File: config.mk
export PLATFORM = sky130hd
export DESIGN_NAME = fail_addr_descrambler
export DESIGN_NICKNAME = d
export VERILOG_FILES = /design/src/rtl/fail_addr_descrambler_pkg.sv /design/src/rtl/fail_addr_descrambler_address_inverse.sv /design/src/rtl/fail_addr_descrambler.sv
export SDC_FILE = /design/constraint.sdc
export NUM_CORES = 1
export LEC_CHECK = 0
export ABC_AREA = 1
export BUFFER_PORTS_ARGS = -buffer_cell sky130_fd_sc_hd__buf_2
export CELL_PAD_IN_SITES_DETAIL_PLACEMENT = 2
export CELL_PAD_IN_SITES_GLOBAL_PLACEMENT = 2
export CORE_UTILIZATION = 33
export DETAILED_ROUTE_END_ITERATION = 10
export PLACE_DENSITY = 0.73
export SLEW_MARGIN = 10
export SYNTH_ARGS = -nofsm -noshare
export SYNTH_HDL_FRONTEND = slang
export SYNTH_SLANG_ARGS = --single-unit
File: constraint.sdc
create_clock -name clk -period 1.7 [get_ports clk]
set_clock_uncertainty 0.05 [all_clocks]
set_input_delay 0.085 -clock clk [delete_from_list [all_inputs] [get_ports clk]]
set_output_delay 0.085 -clock clk [all_outputs]
set_load 0.03 [all_outputs]
File: src/rtl/fail_addr_descrambler_pkg.sv
// Shared address-mode encodings and widths for the fail-address descrambler
// and any other logic that needs to undo the BIST address_generator transform.
package fail_addr_descrambler_pkg;

  localparam int ADDR_WIDTH = 8;
  localparam int ADMD_WIDTH = 4;
  localparam logic ADDR_UP = 1'b1;

  // Codes 12..15 are unused and decode as identity.
  typedef enum logic [ADMD_WIDTH-1:0] {
    ADMD_LIUD = 4'd0,
    ADMD_PRUD = 4'd1,
    ADMD_AC   = 4'd2,
    ADMD_GC   = 4'd3,
    ADMD_2I0  = 4'd4,
    ADMD_2I1  = 4'd5,
    ADMD_2I2  = 4'd6,
    ADMD_2I3  = 4'd7,
    ADMD_2I4  = 4'd8,
    ADMD_2I5  = 4'd9,
    ADMD_2I6  = 4'd10,
    ADMD_2I7  = 4'd11
  } admd_e;

  function automatic logic is_swap_mode(logic [ADMD_WIDTH-1:0] admd);
    return (admd >= ADMD_2I1) && (admd <= ADMD_2I7);
  endfunction

endpackage

File: src/rtl/fail_addr_descrambler_address_inverse.sv
// Pure combinational inverse of the address_generator mapping:
// physical address (pas) back to the logical counter value (tas).
module address_inverse
  import fail_addr_descrambler_pkg::*;
(
  input  logic [ADMD_WIDTH-1:0] admd,
  input  logic                  updwn,
  input  logic [ADDR_WIDTH-1:0] pas,
  output logic [ADDR_WIDTH-1:0] tas
);

  logic                  dir_down;
  logic [ADMD_WIDTH-1:0] swap_sel;
  logic [2:0]            swap_bit;

  assign dir_down = (updwn != ADDR_UP);
  assign swap_sel = admd - 4'(ADMD_2I0);
  assign swap_bit = swap_sel[2:0];

  always_comb begin
    tas = pas;
    if (admd == ADMD_AC) begin
      tas[0] = pas[7] ^ dir_down;
      for (int i = 0; i < 7; i++) begin
        tas[i+1] = pas[i] ^ tas[0];
      end
    end else if (admd == ADMD_GC) begin
      // Gray decode must ripple from the MSB down.
      tas[7] = pas[7] ^ dir_down;
      for (int i = 6; i >= 0; i--) begin
        tas[i] = pas[i] ^ tas[i+1];
      end
    end else if (is_swap_mode(admd)) begin
      tas[0]        = pas[swap_bit];
      tas[swap_bit] = pas[0];
    end
  end

endmodule

File: src/rtl/fail_addr_descrambler.sv
// Recovers the logical address of each compare failure and queues it with its
// syndrome in a small fail-log FIFO drained through a valid/ready port.
module fail_addr_descrambler
  import fail_addr_descrambler_pkg::*;
#(
  parameter int TASW  = ADDR_WIDTH,
  parameter int SYNW  = 8,
  parameter int DEPTH = 4
) (
  input  logic                       clk,
  input  logic                       rst_n,
  input  logic                       clr,
  input  logic [ADMD_WIDTH-1:0]      admd_in,
  input  logic                       updwn_in,
  input  logic                       fail_in,
  input  logic [TASW-1:0]            pas_in,
  input  logic [SYNW-1:0]            syn_in,
  output logic                       log_valid,
  input  logic                       log_ready,
  output logic [TASW-1:0]            log_tas,
  output logic [SYNW-1:0]            log_syn,
  output logic [$clog2(DEPTH):0]     log_cnt,
  output logic                       ovf,
  output logic [7:0]                 drop_cnt
);

  localparam int PW = $clog2(DEPTH);
  localparam int CW = PW + 1;

  if (TASW != ADDR_WIDTH) begin : g_tasw_check
    $error("fail_addr_descrambler: TASW must be 8");
  end
  if (DEPTH < 2 || (DEPTH & (DEPTH - 1)) != 0) begin : g_depth_check
    $error("fail_addr_descrambler: DEPTH must be a power of 2 and >= 2");
  end

  logic                  v1;
  logic [TASW-1:0]       s1_pas;
  logic [SYNW-1:0]       s1_syn;
  logic [ADMD_WIDTH-1:0] s1_admd;
  logic                  s1_updwn;
  logic [TASW-1:0]       inv_tas;

  logic                  v2;
  logic [TASW-1:0]       s2_tas;
  logic [SYNW-1:0]       s2_syn;

  logic [TASW-1:0]       mem_tas [DEPTH];
  logic [SYNW-1:0]       mem_syn [DEPTH];
  logic [PW-1:0]         wr_ptr;
  logic [PW-1:0]         rd_ptr;
  logic                  full;
  logic                  pop;
  logic                  push;
  logic                  drop;

  // Mode and direction travel with the fail so later admd changes are harmless.
  always_ff @(posedge clk or negedge rst_n) begin
    if (!rst_n) begin
      v1       <= 1'b0;
      s1_pas   <= '0;
      s1_syn   <= '0;
      s1_admd  <= '0;
      s1_updwn <= 1'b0;
    end else if (clr) begin
      v1       <= 1'b0;
      s1_pas   <= '0;
      s1_syn   <= '0;
      s1_admd  <= '0;
      s1_updwn <= 1'b0;
    end else begin
      v1 <= fail_in;
      if (fail_in) begin
        s1_pas   <= pas_in;
        s1_syn   <= syn_in;
        s1_admd  <= admd_in;
        s1_updwn <= updwn_in;
      end
    end
  end

  address_inverse u_address_inverse (
    .admd  (s1_admd),
    .updwn (s1_updwn),
    .pas   (s1_pas),
    .tas   (inv_tas)
  );

  always_ff @(posedge clk or negedge rst_n) begin
    if (!rst_n) begin
      v2     <= 1'b0;
      s2_tas <= '0;
      s2_syn <= '0;
    end else if (clr) begin
      v2     <= 1'b0;
      s2_tas <= '0;
      s2_syn <= '0;
    end else begin
      v2 <= v1;
      if (v1) begin
        s2_tas <= inv_tas;
        s2_syn <= s1_syn;
      end
    end
  end

  // A pop in the same cycle frees the slot, so a full FIFO only drops without one.
  assign log_valid = (log_cnt != '0);
  assign full      = (log_cnt == CW'(DEPTH));
  assign pop       = log_valid & log_ready;
  assign push      = v2 & (~full | pop);
  assign drop      = v2 & full & ~pop;
  assign log_tas   = mem_tas[rd_ptr];
  assign log_syn   = mem_syn[rd_ptr];

  always_ff @(posedge clk or negedge rst_n) begin
    if (!rst_n) begin
      wr_ptr   <= '0;
      rd_ptr   <= '0;
      log_cnt  <= '0;
      ovf      <= 1'b0;
      drop_cnt <= '0;
      for (int i = 0; i < DEPTH; i++) begin
        mem_tas[i] <= '0;
        mem_syn[i] <= '0;
      end
    end else if (clr) begin
      wr_ptr   <= '0;
      rd_ptr   <= '0;
      log_cnt  <= '0;
      ovf      <= 1'b0;
      drop_cnt <= '0;
      for (int i = 0; i < DEPTH; i++) begin
        mem_tas[i] <= '0;
        mem_syn[i] <= '0;
      end
    end else begin
      if (push) begin
        mem_tas[wr_ptr] <= s2_tas;
        mem_syn[wr_ptr] <= s2_syn;
        wr_ptr          <= wr_ptr + 1'b1;
      end
      if (pop) begin
        rd_ptr <= rd_ptr + 1'b1;
      end
      if (push && !pop) begin
        log_cnt <= log_cnt + 1'b1;
      end else if (pop && !push) begin
        log_cnt <= log_cnt - 1'b1;
      end
      if (drop) begin
        ovf <= 1'b1;
        if (drop_cnt != 8'hFF) begin
          drop_cnt <= drop_cnt + 8'd1;
        end
      end
    end
  end

endmodule

==> metrics.txt, run 1 <==
Post-Syn Nets=701; clk buf depth=2; Die Y=approximately 130 um; gpl congestion=roughly 0.85; Post-synth ARST share=1.00; root buf cell=clkbuf_16; First Err=[ERROR DPL-0033] detailed placement checks failed during check placement.; synthesized area per cell=about 8.6 sq um; Num CTS Buffers=17; DP HPWL=between 10000 and 15000 um; Top Ports=55; last step reached=global routing (5_1_grt); Site Rows=47; placed instance area=between 6000 and 7000 sq um; Die X=approximately 130 um; Post-synth top flop=dfrtp_1; Placed Cells=just under 1000; Seq cells post-synth=119; Yosys warning count=0; input/output buffers=54; worst ep type=register data pin; largest net degree at the start of global routing=47; H-tree depth=4; Synth cell types=38; EDFF count, synth=0; antenna violations before repair=0; status=did not finish; GRT repair_timing worst endpoint=s2_tas[1]$_DFFE_PN0P_/D; Mapped Cells=roughly 670; sequential element share of the synthesized area=0.520; synthesized area=5730 sq um; clock sinks=roughly 120; Starting Density=0.342
[synthesized netlist by cell type (3+ instances only)]
cell type | count | area, sq um
nor2_1 | 57 | 214
buf_2 | 7 | 35.0
nand3_2 | 7 | 70.1
nand2_2 | 7 | 43.8
ha_1 | 5 | 62.6
dfrtp_1 | 119 | 2980
o21ai_0 | 140 | 701
a21oi_1 | 14 | 70.1
nand2_1 | 64 | 240
buf_1 | 7 | 26.3
nor2_2 | 3 | 18.8
inv_1 | 56 | 210
o211ai_1 | 6 | 45.0
xor2_1 | 3 | 26.3
nand3_1 | 98 | 490
o22ai_1 | 27 | 169
clkbuf_1 | 18 | 67.6
inv_2 | 4 | 15.0
nand2_4 | 3 | 33.8
[timing repair]
item                                    4_1_cts
pin swaps                                    52
endpoints found under the setup margin       48
resized for setup                           246
hold buffers                                 22
buffers inserted                             26
cloned                                       11
hold endpoints to repair                    140
[logic make-up after synthesis]
logic type	share of synthesized area
adder cells (fa/ha/maj)	0.0144
buffers and inverters	0.0618
AND/OR/NAND/NOR	0.207
AO/OA/AOI/OAI	0.191
flip-flops	0.520
XOR/XNOR	0.00611
[through the flow]
stage / util / setup slack [ps]
after floorplan: - / -223
after global placement: 0.411 / -62.5
after detailed placement: 0.411 / -198
after CTS: 0.541 / -168
==> inputs of run 2 (changes only) <==
CELL_PAD_IN_SITES_DETAIL_PLACEMENT = default   (was 2)
CELL_PAD_IN_SITES_GLOBAL_PLACEMENT = default   (was 2)
CORE_UTILIZATION = 40   (was 33)
PLACE_DENSITY = default   (was 0.73)
PLACE_DENSITY_LB_ADDON = 0.15   (was default)
clock period = 2.2 ns   (was 1.7 ns; I/O delays follow)
==> run 2 against run 1 <==
The flow now finishes without violations. Synthesized cell count unchanged. Area after synthesis did not move.
==> metrics.txt, run 2 <==
WP data arrival=roughly 1800 ps; Synth top area share=0.520; Final Util=0.507; Seq cells post-synth=119; Site Rows=between 40 and 50; required time worst endpoint=2040 ps; drt drc=0; Die X=~120 um; max-cap violation count=0; Die ar.=about 15000 sq um; Final ANT Viol Nets=0; Final Hold Viols=0; clock network power share=0.427; Post-synth ARST share=1.00; Area Growth Syn to Fin=23.2%; critical path's slowest cell=dfrtp_1; total gr overflow=0; H-tree depth=4; top-count cell post-synth=o21ai_0; biggest registers after layout=mem_syn (32), mem_tas (32); reg2reg start=s1_pas[7]; Via density=5.41; CTS tree=built; input/output buffers=54; DR iter-0 viols=450; largest net degree at the start of global routing=73; Psw=between 0.0015 and 0.002 W; clock sinks=between 100 and 150; Critical Path End Type=primary output; Starting Density=0.411; Die Y=about 120 um; Synth cell types=38; FMAX=504 MHz; Top delay family on crit path=buffers and inverters; Critical Path Max Stage Delay=roughly 370 ps; RSZ-0062 raised after global routing=no; P_leak=3.24 nW; status=finished, final reports clean; clk buf depth=2; Sw Share=0.302; critical-path maximum fanout=26; # fillers=between 1000 and 1500; P_int=0.00451 W; GRT Util Overall=0.219; antenna violations before repair=0; most common cell after layout, fill and taps aside=o21ai_0; minimum clock period=1980 ps; Num CTS Buffers=17; DP HPWL=9740 um; period utilisation layout=0.901; Post-Syn Nets=~700; EDFF count, synth=0; commonest cells after routing, fill and taps aside=o21ai_0, dfrtp_1, nand3_1; worst-margin pin slew=a little under 600 ps; worst vdd ir=around 0.51 mV; Worst setup SP type=flop; drt first pass iters=5; synthesized area=between 5000 and 6000 sq um; synthesized area per cell=between 8 and 9 sq um; sequential element share of the synthesized area=0.520; setup TNS=0 ps; CP Buf/Inv Count=3; Post-synth top cells=o21ai_0, dfrtp_1, nand3_1, nand2_1, nor2_1; Post-synth top flop=dfrtp_1; gpl congestion=0.948; global-route wire length before repair=~25000 um; Worst Hold Class=in2reg; ANT cells=0; core area=between 10000 and 15000 sq um; clk slew on worst S/H paths=50 ps; Yosys warning count=0; HP Start=clr; crit path cell chain=inv_1 -> buf_12 -> o21ai_0 -> o22ai_1 -> buf_2; Final Max Slew Viols=0; kind of critical path=reg2out; fin nets=779; DRT Wirelength=about 15000 um; worst-case headroom to the max-slew limit=0.608; cell taking the most area after synthesis=dfrtp_1; layout cells sized above 1=0.170; FF/Latch Area=~3000 sq um; post-CTS sizing=0; WL/cell=between 15 and 20 um; Critical Path Start=rd_ptr[0]; Synth area leaders=dfrtp_1, o21ai_0, nand3_1; root buf cell=clkbuf_16; vias post-DR=approximately 5000; vias in the first global route=around 4900; multi-input logic area=approximately 2400 sq um; Final Setup Violations=0; Reg power frac=0.360; Top Ports=55; Mapped Cells=between 600 and 700; worst skew pair latency=approximately 410 ps; Gate power share=0.213; Power Density=915 nW/um^2
## run 2: cell counts after synthesis
Identical to the previous run, type by type.
## run 2: power groups by stage
stage / clock, W / combinational (W) / sequential, W
after floorplan: 0 / 0.000863 / 0.00240
after global placement: 0 / 0.00133 / 0.00236
after detailed placement: 0 / 0.00134 / 0.00236
after CTS: 0.00281 / 0.00138 / 0.00232
after global routing: 0.00291 / 0.00151 / 0.00233
final: 0.00276 / 0.00137 / 0.00232
## run 2: worst paths after layout
path                       slack, ps          end  depth (start not counted)
hold reg to reg                  440          ovf                          1
max in group asynchronous       1260  mem_syn[11]                          3
setup reg to reg                 300    s2_tas[0]                         16
setup / recovery                 220   log_tas[1]                          5
min in group asynchronous        120  mem_syn[13]                          2
hold / removal                    30    rd_ptr[1]                          2
## run 2: stage by stage
stage / setup slack [ps] / hold WS (ps) / total power, W / area (sq um) / cells
floorplan: 146 / -236 / 0.00326 / 5730 / 669
global placement: 354 / 11.0 / 0.00369 / 6250 / 886
detailed placement: 279 / 13.4 / 0.00370 / 6250 / 886
CTS: 226 / 8.85 / 0.00651 / 7060 / 939
global route: 23.5 / 25.3 / 0.00675 / 7060 / 939
finish: 217 / 26.8 / 0.00646 / 7060 / 939
## run 2: routing by layer
layer,vias to the layer above,track usage,share of wire
met3,23,0.0529,0.048
met5,-,0,0
met1,2437,0.292,0.47
met2,162,0.346,0.47
met4,0,0.0787,0.016
li1,2458,-,-
## run 2: cells by family after synthesis
group,synth area share
adders and majority gates,0.0144
DFF,0.520
buffers and inverters,0.0618
and+or+nand+nor,0.207
AOI/OAI and AO/OA,0.191
xor gates and xnor gates,0.00611
## run 2: final cells by class
class	count	area share
sequential	119	0.422
timing repair buffer	91	0.0911
multi-input combinational	458	0.340
inverter	60	0.0319
tap	180	0.0319
clock inverter	9	0.0177
clock buffer	22	0.0658
## run 2: repair_timing
item	in CTS	in global routing
hold buffers	22	0
endpoints found under the hold margin	90	0
buffers inserted	0	0
Note: power is estimated with default switching activity, not from simulation.
==> inputs of run 3 (changes only) <==
ABC_AREA = 0   (was 1)
clock period = 2.36 ns   (was 2.2 ns; I/O delays follow)
==> run 3 against run 2 <==
First-iteration DRC count down 36%. Cell count down 3.4%. Global-route usage down 1.6 points. Clock power about the same. Combinational power down 39%. Total power down 11%. Flip-flop and latch count unchanged. Register-to-register slack worse by 210 ps. Critical path type is now reg2reg.
==> metrics.txt, run 3 <==
status=finished, final reports clean; Top Ports=55; synthesized area=6200 sq um; Worst setup SP type=flop; fin nets=740; vias in the first global route=approximately 5000; reg2reg path depth=7; sequential element share of the synthesized area=0.480; clk slew on worst S/H paths=about 50 ps; Power Total=between 0.005 and 0.006 W; P_int=between 0.004 and 0.005 W; drt drc=0; critical path's slowest cell=dfrtp_2; Critical Path Max Stage Delay=between 400 and 500 ps; drt first pass iters=4; # fillers=1361; synthesized area per cell=about 9.8 sq um; period utilisation layout=0.964; Die X=about 130 um; CP Buf/Inv Count=0; R2R Path End=log_cnt[2]; layout cells sized above 1=0.192; Die ar.=approximately 16000 sq um; CTS tree=built; Placed Cells=between 800 and 900; Final Hold Viols=0; most common cell after layout, fill and taps aside=nand2_1; antenna violations before repair=0; EDFF count, synth=0; core area=between 15000 and 20000 sq um; FMAX=between 400 and 500 MHz; Starting Density=0.410; top-count cell post-synth=nand2_1; Mapped Cells=around 640; Critical Path Start=log_cnt[1]; Yosys warning count=0; Final ANT Viol Nets=0; DP HPWL=between 9000 and 10000 um; DRT Wirelength=between 10000 and 15000 um; Post-synth ARST share=1.00; vias post-DR=4770; Synth cell types=60; clock network power share=0.473; worst vdd ir=~0.36 mV; hold path depth=2; P_leak=around 3.3 nW; commonest cells after routing, fill and taps aside=nand2_1, dfrtp_1, a21oi_1; Post-synth top flop=dfrtp_1; Sw Share=0.248; Final Util=0.499; biggest registers after layout=mem_syn (32), mem_tas (32); largest net degree at the start of global routing=90; Worst Hold Class=in2reg; placed instance area=6690 sq um; Psw=roughly 0.0014 W; Critical Path End Type=flop; DR iter-0 viols=286; Post-synth top cells=nand2_1, dfrtp_1, a21oi_1, nor2_1, mux2i_1; Post-Syn Nets=between 600 and 700; Final Setup Violations=0; worst skew pair latency=410 ps; Final Max Slew Viols=0; Num CTS Buffers=17; WP depth=7; HP Start=clr; Top delay family on crit path=simple AND/OR/NAND/NOR gates; Seq cells post-synth=between 100 and 150; setup TNS=0 ps; ANT cells=0; minimum clock period=2270 ps; WP data arrival=2510 ps; clock sinks=119; Site Rows=45; Power Density=~760 nW/um^2; Via density=between 5 and 6; cell taking the most area after synthesis=dfrtp_1; critical-path maximum fanout=6; global-route wire length before repair=around 25000 um; kind of critical path=reg2reg; Synth top area share=0.480; gpl congestion=about 0.86; Area Growth Syn to Fin=21.7%; input/output buffers=between 50 and 60; total gr overflow=0; Final Non-Filler Cells=between 900 and 1000; Synth area leaders=dfrtp_1, nand2_1, a21oi_1; Crit path top cell by count=nor2_1; max-cap violation count=0; root buf cell=clkbuf_16; worst-margin pin slew=about 640 ps; H-tree depth=4; reg2reg start=log_cnt[1]; Gate power share=0.145; worst hold endpoint=rd_ptr[1]; required time worst endpoint=2600 ps; WL/cell=about 17 um; fin area=between 7000 and 8000 sq um; crit path cell chain=nor4b_4 -> nand2b_4 -> nor2_1 -> fa_1 -> or3b_1 -> a311oi_1 -> nor2_1; Worst R2R Setup Slack=90 ps; worst-case headroom to the max-slew limit=0.574; GRT Util Overall=0.202; clk buf depth=2; Reg power frac=0.382; Die Y=around 130 um
-- run 3: logic make-up after synthesis --
kind of cell / after synthesis / share of synthesized area
AND/OR/NAND/NOR: 257 / 0.180
flip-flops: 119 / 0.480
AO/OA/AOI/OAI: 113 / 0.106
buffers and inverters: 58 / 0.0468
multiplexers: 50 / 0.116
XOR/XNOR: 32 / 0.0583
adder cells (fa/ha/maj): 6 / 0.0133
-- run 3: cell type report --
type                    instances  area (sq um)  share of cell area
clock inverters                 8           145              0.0192
flip-flops and latches        119          2980               0.395
clock buffers                  22           484              0.0641
multi-input cells             458          2960               0.391
repair buffers                101           708              0.0938
well taps                     188           235              0.0312
inverters                      11          41.3             0.00547
-- run 3: worst max path at each step --
stage,to,slack (ps)
after global placement,log_cnt[2],170
after global routing,log_cnt[2],-7
after floorplan,log_cnt[2],40
final,log_cnt[2],90
after detailed placement,log_cnt[2],100
after CTS,log_cnt[2],100
-- run 3: power by group through the flow --
stage	clock [W]	sequential, W	combinational (W)
after floorplan	0	0.00223	0.000590
after global placement	0	0.00223	0.000802
after detailed placement	0	0.00224	0.000815
after CTS	0.00280	0.00220	0.000847
after global routing	0.00289	0.00221	0.000917
final	0.00273	0.00220	0.000839
-- run 3: metal layers --
metal / GRT usage / up-vias / wire length [um]
met2: 0.335 / 121 / 7260
met4: 0.0695 / 0 / 142
met1: 0.262 / 2333 / 7020
li1: - / 2303 / -
met5: 0 / - / 0
met3: 0.0460 / 13 / 549
-- run 3: repair_timing --
action                                  CTS  global route
buffers inserted                          0             0
endpoints found under the setup margin    0             1
hold buffers                             22             0
hold endpoints to repair                 63             0
resized for setup                         0             1
-- run 3: stage by stage --
stage | hold slack (ps) | worst slack, ps
floorplan | -228 | 40.3
global placement | 127 | 167
detailed placement | 134 | 102
CTS | 53.0 | 103
global route | 66.6 | -7.16
finish | 65.4 | 86.0
